**config.mk**
```make
export PLATFORM = sky130hd
export DESIGN_NAME = imem_loader
export DESIGN_NICKNAME = d
export VERILOG_FILES = /design/src/rtl/imem_pkg.sv /design/src/rtl/word_assembler.sv /design/src/rtl/imem_loader.sv
export SDC_FILE = /design/constraint.sdc
export NUM_CORES = 1
export LEC_CHECK = 0
export ABC_AREA = 1
export CAP_MARGIN = 0
export CORE_UTILIZATION = 54
export CTS_CLUSTER_SIZE = 25
export DETAILED_ROUTE_END_ITERATION = 16
export GPL_TIMING_DRIVEN = 0
export PLACE_DENSITY = 0.86
export SLEW_MARGIN = 20
export SYNTH_ARGS = -nofsm -noshare
export SYNTH_HDL_FRONTEND = slang
export SYNTH_SLANG_ARGS = --single-unit
```
**constraint.sdc**
```tcl
create_clock -name clk -period 3.7 [get_ports clk]
set_clock_uncertainty 0.15 [all_clocks]
set_input_delay 1.11 -clock clk [delete_from_list [all_inputs] [get_ports clk]]
set_output_delay 1.11 -clock clk [all_outputs]
set_load 0.02 [all_outputs]
```
**src/rtl/imem_pkg.sv**
```systemverilog
// Shared definitions for the instruction-memory write path.
package imem_pkg;

    // Default instruction word width and imem word-address width.
    localparam int unsigned IMEM_N = 32;
    localparam int unsigned IMEM_R = 7;

    localparam int unsigned BYTES_PER_WORD = IMEM_N / 8;

    typedef enum logic [1:0] {
        IDLE,
        RECV,
        WRITE,
        DONE
    } state_t;

    // Width of a counter that spans 0..bpw-1, never less than one bit.
    function automatic int unsigned cnt_width(input int unsigned bpw);
        return (bpw > 1) ? $clog2(bpw) : 1;
    endfunction

endpackage

```
**src/rtl/word_assembler.sv**
```systemverilog
// Shifts stream bytes into an n-bit word, first byte ending up in the MSBs.
module word_assembler
    import imem_pkg::*;
#(
    parameter int unsigned N = IMEM_N
) (
    input  logic         clk,
    input  logic         reset,
    input  logic         clear,
    input  logic         shift_en,
    input  logic [7:0]   in_byte,
    output logic         word_ready,
    output logic [N-1:0] word_next
);

    localparam int unsigned BPW = N / 8;
    localparam int unsigned CW  = cnt_width(BPW);

    logic [N-1:0]  word_q, word_d;
    logic [CW-1:0] cnt_q, cnt_d;

    // Next word value and end-of-word detection on the current transfer.
    always_comb begin
        word_next  = (word_q << 8) | N'(in_byte);
        word_ready = shift_en && (cnt_q == CW'(BPW - 1));
        word_d     = word_q;
        cnt_d      = cnt_q;
        if (clear) begin
            word_d = '0;
            cnt_d  = '0;
        end else if (shift_en) begin
            word_d = word_next;
            cnt_d  = word_ready ? '0 : cnt_q + CW'(1);
        end
    end

    // Assembly register and byte counter.
    always_ff @(posedge clk) begin
        if (reset) begin
            word_q <= '0;
            cnt_q  <= '0;
        end else begin
            word_q <= word_d;
            cnt_q  <= cnt_d;
        end
    end

endmodule

```
**src/rtl/imem_loader.sv**
```systemverilog
// Turns a byte stream into consecutive big-endian word writes on the imem port.
module imem_loader
    import imem_pkg::*;
#(
    parameter int unsigned n = IMEM_N,
    parameter int unsigned r = IMEM_R
) (
    input  logic         clk,
    input  logic         reset,
    input  logic         start,
    input  logic [r-1:0] base_addr,
    input  logic [r:0]   num_words,
    input  logic [7:0]   in_byte,
    input  logic         in_valid,
    output logic         in_ready,
    output logic         we,
    output logic [r-1:0] waddr,
    output logic [n-1:0] wdata,
    output logic         busy,
    output logic         done
);

    state_t         state_q, state_d;
    logic [r-1:0]   addr_q, addr_d;
    logic [r:0]     rem_q, rem_d;
    logic [r-1:0]   waddr_q, waddr_d;
    logic [n-1:0]   wdata_q, wdata_d;

    logic           word_ready;
    logic [n-1:0]   word_next;

    // Handshake and status outputs are pure functions of state.
    assign in_ready = (state_q == RECV);
    assign we       = (state_q == WRITE);
    assign busy     = (state_q != IDLE);
    assign done     = (state_q == DONE);
    assign waddr    = waddr_q;
    assign wdata    = wdata_q;

    word_assembler #(
        .N(n)
    ) u_asm (
        .clk        (clk),
        .reset      (reset),
        .clear      (state_q != RECV),
        .shift_en   (in_valid && in_ready),
        .in_byte    (in_byte),
        .word_ready (word_ready),
        .word_next  (word_next)
    );

    // Next-state, address and remaining-word logic.
    // The write port registers are loaded on the final byte so they present
    // the word during WRITE and then hold until the next word completes.
    always_comb begin
        state_d = state_q;
        addr_d  = addr_q;
        rem_d   = rem_q;
        waddr_d = waddr_q;
        wdata_d = wdata_q;
        case (state_q)
            IDLE: begin
                if (start) begin
                    addr_d  = base_addr;
                    rem_d   = num_words;
                    state_d = (num_words == '0) ? DONE : RECV;
                end
            end
            RECV: begin
                if (word_ready) begin
                    waddr_d = addr_q;
                    wdata_d = word_next;
                    state_d = WRITE;
                end
            end
            WRITE: begin
                addr_d  = addr_q + r'(1);
                rem_d   = rem_q - (r + 1)'(1);
                state_d = (rem_q == (r + 1)'(1)) ? DONE : RECV;
            end
            DONE: begin
                state_d = IDLE;
            end
            default: begin
                state_d = IDLE;
            end
        endcase
    end

    // State and datapath registers.
    always_ff @(posedge clk) begin
        if (reset) begin
            state_q <= IDLE;
            addr_q  <= '0;
            rem_q   <= '0;
            waddr_q <= '0;
            wdata_q <= '0;
        end else begin
            state_q <= state_d;
            addr_q  <= addr_d;
            rem_q   <= rem_d;
            waddr_q <= waddr_d;
            wdata_q <= wdata_d;
        end
    end

endmodule

```
# After elaboration in Yosys (flattened, before gate mapping)
# Index checks and enable logic that the tools add are counted.
# word_totals
regBits	82
output_inout_bits	43
# op_classes
n_addsub	3
eq_ne	8
n_mux	10
n_bitwise	1
n_reduce_logical	10
# ops
cell	n
32-bit by 8-bit OR with 32-bit output	1
8-bit case mux with 2 select lines	1
7-bit case mux with 2 select lines	1
2-bit 2-to-1 mux	5
8-bit by 1-bit equality test with 1-bit output (second input constant)	1
8-bit logical NOT	1
8-bit 2-to-1 mux	1
2-bit case mux with 4 select lines	1
8-bit by 1-bit subtractor with 8-bit output (second input constant)	1
7-bit by 1-bit adder with 7-bit output (second input constant)	1
7-bit 2-to-1 mux	1
2-bit equality test (second input constant)	3
2-bit AND reduction	3
2-bit by 1-bit != test with 1-bit output (second input constant)	2
2-bit nonzero test	2
2-bit by 1-bit adder with 2-bit output (second input constant)	1
2-bit by 1-bit equality test with 1-bit output (second input constant)	1
1-bit logical AND	2
2-bit logical NOT	1
2-bit != test (second input constant)	1
2-bit OR reduction	1

# Depth between registers and ports, before layout
# Gate-level depths: netlist (run 1).
# logic_depth
word_depth	5
ltp_mapped	8
depth_no_buf	8

# Cells and area by module
# A second synthesis (run 1) with hierarchy kept.
# hier_totals
hier_cells	527
area_unflattened_um2	3708.6
# by_module_without_submodules
mod	n_inst	cells_per_inst	area_per_inst_um2
imem_loader	1	351	2532.4
word_assembler	1	176	1176.1

# Least setup slack after synthesis (run 1)
# OpenSTA, ideal clock, no wires.
# synth_path
path_kind	input-to-reg
startpoint	in in_valid
endpoint	reg waddr_q[1] (netlist: waddr[1])
t_arrival_ns	1.918
path_slack_ns	1.516
stages	7
path_buffers	2
cell_sequence	buf_2 > nand2_2 > nor2_4 > inv_2 > buf_2 > nor2_1 > nor2_1
# synth_via
elab_chain_cells	3
# synth_lines
item	line	text
start: declaration	imem_loader.sv:14	input logic in_valid,
1-bit logical AND	imem_loader.sv:46	.shift_en (in_valid && in_ready),
1-bit logical AND	word_assembler.sv:25	word_ready = shift_en && (cnt_q == CW'(BPW - 1));
2-bit AND reduction (no line)	--	
end signal: assignment	imem_loader.sv:102	waddr_q <= waddr_d;
end: declaration	imem_loader.sv:26	logic [r-1:0] waddr_q, waddr_d;
# Every way passes these cells.
# A chain may end at the register's enable or synchronous reset.

# Final worst setup path (run 1)
# layout_path
startpoint	reg state_q[0]
endpoint	out in_ready
# layout_via
elab_chain_cells	1
# layout_lines
item	line	text
start: declaration	imem_loader.sv:23	state_t state_q, state_d;
start signal: assignment	imem_loader.sv:99	state_q <= state_d;
2-bit by 1-bit equality test with 1-bit output	imem_loader.sv:33	assign in_ready = (state_q == RECV);
end: declaration	imem_loader.sv:15	output logic in_ready,
# Every way passes these cells.

==> run metrics, run 1 <==
Post-Synthesis Net Count=slightly below 500; post-placement worst setup slack=approximately 740 ps; first-pass GRT wire length=between 10000 and 15000 um; Slew HR=63.2%; syn_area_per_cell=7.23 um2; part of the power in the clock network=a little over two fifths; Crit. End Element=output port; largest family of logic cells by synthesized area=simple AND/OR/NAND/NOR gates; DRT Pass-1 Iters=5; Mapped Cells=approximately 460; routed via count=between 3k and 4k; status=completed; CTS tree=done; Layout area overhead=30.6%; Clock Sinks=82; Final Hold Vio Count=0; CP Launch Type=flip-flop; Max Buffers Root-to-Sink=2; initial antenna violation count=0; sequential share of power=a little under half; maxcap violations=0; # DRC=0; CTS buffer count=9; DRT antenna net count=0; full die area=between 6000 and 7000 um2; Final Setup Violations=0; power per cell area=~440 nW/um2; Sw Pwr=between 0.4 and 0.5 mW; HP Class=flip-flop to flip-flop; post_cts resized=0; setup ws final=443 ps; DP HPWL=around 6300 um; Hold-fix buffers, CTS=0; Die H=roughly 81 um; XOR/XNOR Fraction of Synth Area=0%; share of cells above drive strength 1=a little under 7%; Pleak=between 1.5 and 2 nW; clk root buf=clkbuf_8; Avg WL per Cell=14.3 um; unrepaired setup endpoints after global routing=false; Worst Setup Path Type=flip-flop to output port; Clock transition at path regs=~80 ps; worst-margin pin slew=551 ps; largest net degree at the start of global routing=15; mux contribution to synthesized area=0%; Synth Area in Compound Gates=between 10% and 20%; Synth Area in Adders=roughly 1.5%; leading area contributor after synthesis=dfxtp_1; Pins Over Slew Limit=0; later-pin clock latency in the skew report=~350 ps; Yosys reg bits=82; Die X=about 81 um; f_max=between 0.3 and 0.4 GHz; Initial DRC Count=~230; Cell Area, Synth=roughly 3300 um2; top post-synthesis cells by area=dfxtp_1 (49%), nor2_1 (12%), nand2_1 (7.5%); FP Rows=28; number of diodes=0; share of the synthesized area in the top cell type=between 40% and 50%; Critical Path AT=2000 ps; Finished Layout Cells=just over 600; internal power=around 1.4 mW; Total Routing Usage GR=around 29%; Final Util=between 70% and 80%; distinct cell type count after synthesis=21; logic gate share of total power=roughly a tenth; Peak supply drop=~0.26 mV; Worst EP required=between 2000 and 2500 ps; Synthesis Warnings=0; switch share=between 20% and 30%; final hold slack=~320 ps; critical path peak fanout=10; grt ovf=0; vias in the first global route=3105; # port buffers=between 60 and 70; Vias/cell=5.43; Placer Congestion=about 0.90; Initial Utilization=roughly 56%; Routed WL=8900 um; Top Ports=70; Period Utilization, post-route=88.0%; sequential cell area fraction in the yosys report=about half; fin crit period=about 3300 ps; final net count=around 570; post-CTS setup buffers=0; DP Cell Count=606; core area=~6000 um2; Synth Area in Simple Gates=about 28%; H-Tree Depth=3; Setup TNS Final=0 ps
==> per-layer routing <==
layer	global-route usage (%)	part of all wire (%)
met5	0	0
met4	10.7	1.6
met3	4.94	6.4
met2	48.5	48
met1	38.1	44
==> cell usage after synthesis, drive strengths merged <==
library cell / count
buf: 15
a31oi: 2
a211oi: 2
ha: 4
a21oi: 41
dfxtp: 82
or2: 1
nand2: 70
inv: 28
o221ai: 1
nand4: 2
nand3: 44
a22oi: 2
clkbuf: 10
o21ai: 50
nor2: 109
==> kinds of logic (layout without fill, tap and decap cells) <==
group / Yosys count / count (layout)
compound gates: 98 / 98
fa+ha+maj: 4 / 4
buf+inv: 53 / 137
flops: 82 / 82
simple gates: 226 / 226
==> sequential cells by signal (all words and copies together), names as in the netlist <==
register	flops
rem_q	8
addr_q	7
wdata	32
state_q	2
u_asm.word_q	24
u_asm.cnt_q	2
waddr	7
==> power groups by stage <==
stage	clock (mW)	combinational, mW	sequential [mW]
after detailed placement	0	0.195	0.938
after global placement	0	0.193	0.937
after global routing	0.839	0.220	0.921
final	0.798	0.199	0.918
after floorplan	0	0.125	0.933
after CTS	0.801	0.197	0.918
==> critical path, cell delays in order, from the launching register on <==
cell and delay (ps):
dfxtp_1 370, inv_2 80, nor2_4 100, buf_2 220, buf_2 230, clkdlybuf4s50_1 640
==> worst paths after layout <==
| path | endpoint | from | cells past startpoint | slack, ps |
|---|---|---|---|---|
| min reg2reg | u_asm.word_q[23]$_SDFFE_PP0P_ | u_asm.word_q[23]$_SDFFE_PP0P_ | 2 | 320 |
| min | u_asm.word_q[23]$_SDFFE_PP0P_ | u_asm.word_q[23]$_SDFFE_PP0P_ | 2 | 320 |
| max | in_ready | state_q[0]$_SDFFE_PP0P_ | 5 | 440 |
| max reg2reg | wdata[31]$_SDFFE_PP0P_ | state_q[0]$_SDFFE_PP0P_ | 8 | 2000 |
==> stage by stage <==
step           area, um2  total power [mW]
2_1_floorplan       3350              1.06
3_3_place_gp        4120              1.13
3_5_place_dp        4120              1.13
4_1_cts             4370              1.92
5_1_grt             4370              1.98
6_report            4370              1.92
==> cells in the final DEF (no fill, tap or decap) <==
| cell | Yosys | routed |
|---|---|---|
| buf_2 | 14 | 14 |
| clkbuf_1 | 10 | 11 |
| dfxtp_1 | 82 | 82 |
| bufinv_16 | 0 | 3 |
| inv_6 | 0 | 2 |
| nand4_1 | 2 | 2 |
| o221ai_1 | 1 | 1 |
| nor2_4 | 2 | 2 |
| ha_1 | 4 | 4 |
| o21ai_1 | 4 | 4 |
| or2_2 | 1 | 1 |
| nand2_2 | 3 | 3 |
| nand2_1 | 67 | 67 |
| o21ai_0 | 46 | 46 |
| clkbuf_8 | 0 | 10 |
| buf_1 | 1 | 1 |
| a211oi_1 | 2 | 2 |
| a22oi_1 | 2 | 2 |
| inv_2 | 3 | 3 |
| inv_1 | 25 | 25 |
| a31oi_1 | 2 | 2 |
| nor2_1 | 107 | 107 |
| a21oi_1 | 41 | 41 |
| nand3_1 | 44 | 44 |
| clkdlybuf4s50_1 | 0 | 68 |
==> final cells by class <==
class	instances	area [um2]
plain buffers	25	111
inverters	28	105
clock inverters	5	108
clock buffers	11	141
fillers	495	1580
repair buffers	68	681
multi-input cells	328	1490
well taps	75	93.8
flip-flops and latches	82	1640
Note: power is estimated with default switching activity, not from simulation.
==> run 2, diff against run 1 <==
--- a/config.mk
+++ b/config.mk
@@ -7,11 +7,12 @@
 export LEC_CHECK = 0
 export ABC_AREA = 1
 export CAP_MARGIN = 0
-export CORE_UTILIZATION = 54
+export CORE_UTILIZATION = 55
 export CTS_CLUSTER_SIZE = 25
 export DETAILED_ROUTE_END_ITERATION = 16
+export DONT_BUFFER_PORTS = 1
 export GPL_TIMING_DRIVEN = 0
-export PLACE_DENSITY = 0.86
+export PLACE_DENSITY = 0.72
 export SLEW_MARGIN = 20
 export SYNTH_ARGS = -nofsm -noshare
 export SYNTH_HDL_FRONTEND = slang
==> run 2 against run 1 <==
  * Non-clock buffer count fell by 68
  * Via count fell by 10%
  * Critical endpoint is now we
  * Die area fell by 1.8%
  * Wire length fell by 9.3%
  * Final area fell by 16%
==> run metrics, run 2 (synthesis gave the netlist of run 1 again) <==
Setup TNS Final=0 ps (unchanged); Critical Path AT=1450 ps (-550 ps); initial antenna violation count=0 (unchanged); Final Setup Violations=0 (unchanged); Worst Path Buf+Inv=2 (-2); Max Buffers Root-to-Sink=2 (unchanged); post-route design area=3680 um2 (-16%); post_cts resized=0 (unchanged); Initial Utilization=56.9% (+0.67 points); routed via count=3037 (-10%); Placed Area=3440 um2 (-17%); Vias/cell=5.49 (+1.2%); Final Hold Vio Count=0 (unchanged); later-pin clock latency in the skew report=360 ps (about the same); DP Cell Count=538 (-11%); share of cells above drive strength 1=7.74% (+0.79 points); Pins Over Slew Limit=0 (unchanged); Peak supply drop=0.271 mV (+3.0%); maxcap violations=0 (unchanged); Slew HR=64.6% (+1.4 points); post-CTS setup buffers=0 (unchanged); worst-margin pin slew=531 ps (-20.8 ps); final net count=505 (-12%); # DRC=0 (unchanged); core area=5890 um2 (-1.2%); clk root buf=clkbuf_8; FP Rows=28 (unchanged); first-pass GRT wire length=13200 um (-9.0%); DP HPWL=5640 um (-9.9%); Routed WL=8080 um (-9.3%); max reg flops=32 (unchanged); status=completed; Clock transition at path regs=80 ps (about the same); Total Routing Usage GR=27.1% (-2.0 points); most common cell after layout, fill and taps aside=nor2_1; power per cell area=506 nW/um2 (+15%); Crit path max-delay family=buffers and inverters; Worst EP required=2440 ps (about the same); full die area=6400 um2 (-1.8%); HP Class=flip-flop to flip-flop; Worst Setup Path Type=flip-flop to output port; DRT Pass-1 Iters=5 (unchanged); register area=1640 um2 (unchanged); Die H=80.0 um (-0.89%); Placer Congestion=0.857 (-4.3%); CP Launch Type=flip-flop; Avg WL per Cell=14.6 um (+2.0%); Finished Layout Cells=553 (-11%); f_max=0.369 GHz (+20%); DRT antenna net count=0 (unchanged); Initial DRC Count=120 (-48%); Period Utilization, post-route=73.2% (-15 points); worst-path cell chain=nand2_2 > inv_2 > buf_2; CTS tree=done; Pleak=1.57 nW (-14%); unrepaired setup endpoints after global routing=false; CTS buffer count=9 (unchanged); area occupied by multi-input gates=1490 um2 (unchanged); fin crit period=2710 ps (-548 ps); Die X=80.0 um (-0.89%); grt ovf=0 (unchanged); max incr delay on CP=440 ps (-200 ps); Clock Sinks=82 (unchanged); critical path peak fanout=10 (unchanged); Crit. End Element=output port; number of diodes=0 (unchanged); Layout area overhead=9.98%; Filler cells=548 (+11%); vias in the first global route=2866 (-7.7%); Top Ports=70 (unchanged); H-Tree Depth=3 (unchanged); Hold-fix buffers, CTS=0 (unchanged); critical path's slowest cell=dfxtp_1; most frequent cells in the layout=nor2_1 (107), dfxtp_1 (82), nand2_1 (67); largest net degree at the start of global routing=14 (-1); # port buffers=0 (-100%)
==> run 2: cell count changes in the layout (fill, tap and decap cells not counted) <==
cell             change
inv_6                -1
clkdlybuf4s50_1     -68
==> run 2: area by class of cell <==
cell class | count | share of cell area (%)
inverter | 28 | 2.85
buffer | 25 | 3.02
multi-input combinational | 328 | 40.5
sequential | 82 | 44.6
tap | 75 | 2.55
clock buffer | 11 | 3.84
clock inverter | 4 | 2.68
==> run 2: per-stage QoR <==
stage / hold WS [ps] / total power, mW / setup slack [ps] / utilization [%]
after floorplan: 291 / 1.06 / 1520 / -
after global placement: 301 / 1.09 / 1180 / 58.5
after detailed placement: 306 / 1.10 / 1180 / 58.5
after CTS: 318 / 1.87 / 984 / 62.6
after global routing: 332 / 1.94 / 892 / 62.6
final: 315 / 1.86 / 991 / 62.6
==> run 2: where the power goes <==
part	leakage, nW	switching (mW)	internal (mW)
registers	0.663	0.0177	0.899
clock network	0.120	0.319	0.466
logic	0.785	0.113	0.0476
==> run 2: final timing paths <==
| kind | start | endpoint | slack, ps | cells past startpoint |
|---|---|---|---|---|
| setup / recovery | state_q[1]$_SDFFE_PP0P_ | we | 990 | 3 |
| hold reg to reg | u_asm.word_q[18]$_SDFFE_PP0P_ | u_asm.word_q[18]$_SDFFE_PP0P_ | 310 | 2 |
| hold / removal | u_asm.word_q[18]$_SDFFE_PP0P_ | u_asm.word_q[18]$_SDFFE_PP0P_ | 310 | 2 |
| setup reg to reg | state_q[0]$_SDFFE_PP0P_ | wdata[23]$_SDFFE_PP0P_ | 1960 | 8 |
==> run 2: worst min-delay path, stage by stage (launching register included) <==
cell	delay (ps)
dfxtp_1	310
nand2_1	60
a21oi_1	50
==> run 2: layer usage <==
| metal | GRT usage [%] | wire [um] |
|---|---|---|
| met1 | 33.1 | 3550 |
| met2 | 45.0 | 3890 |
| met3 | 7.54 | 516 |
| met4 | 10.7 | 125 |
| met5 | 0 | 0 |
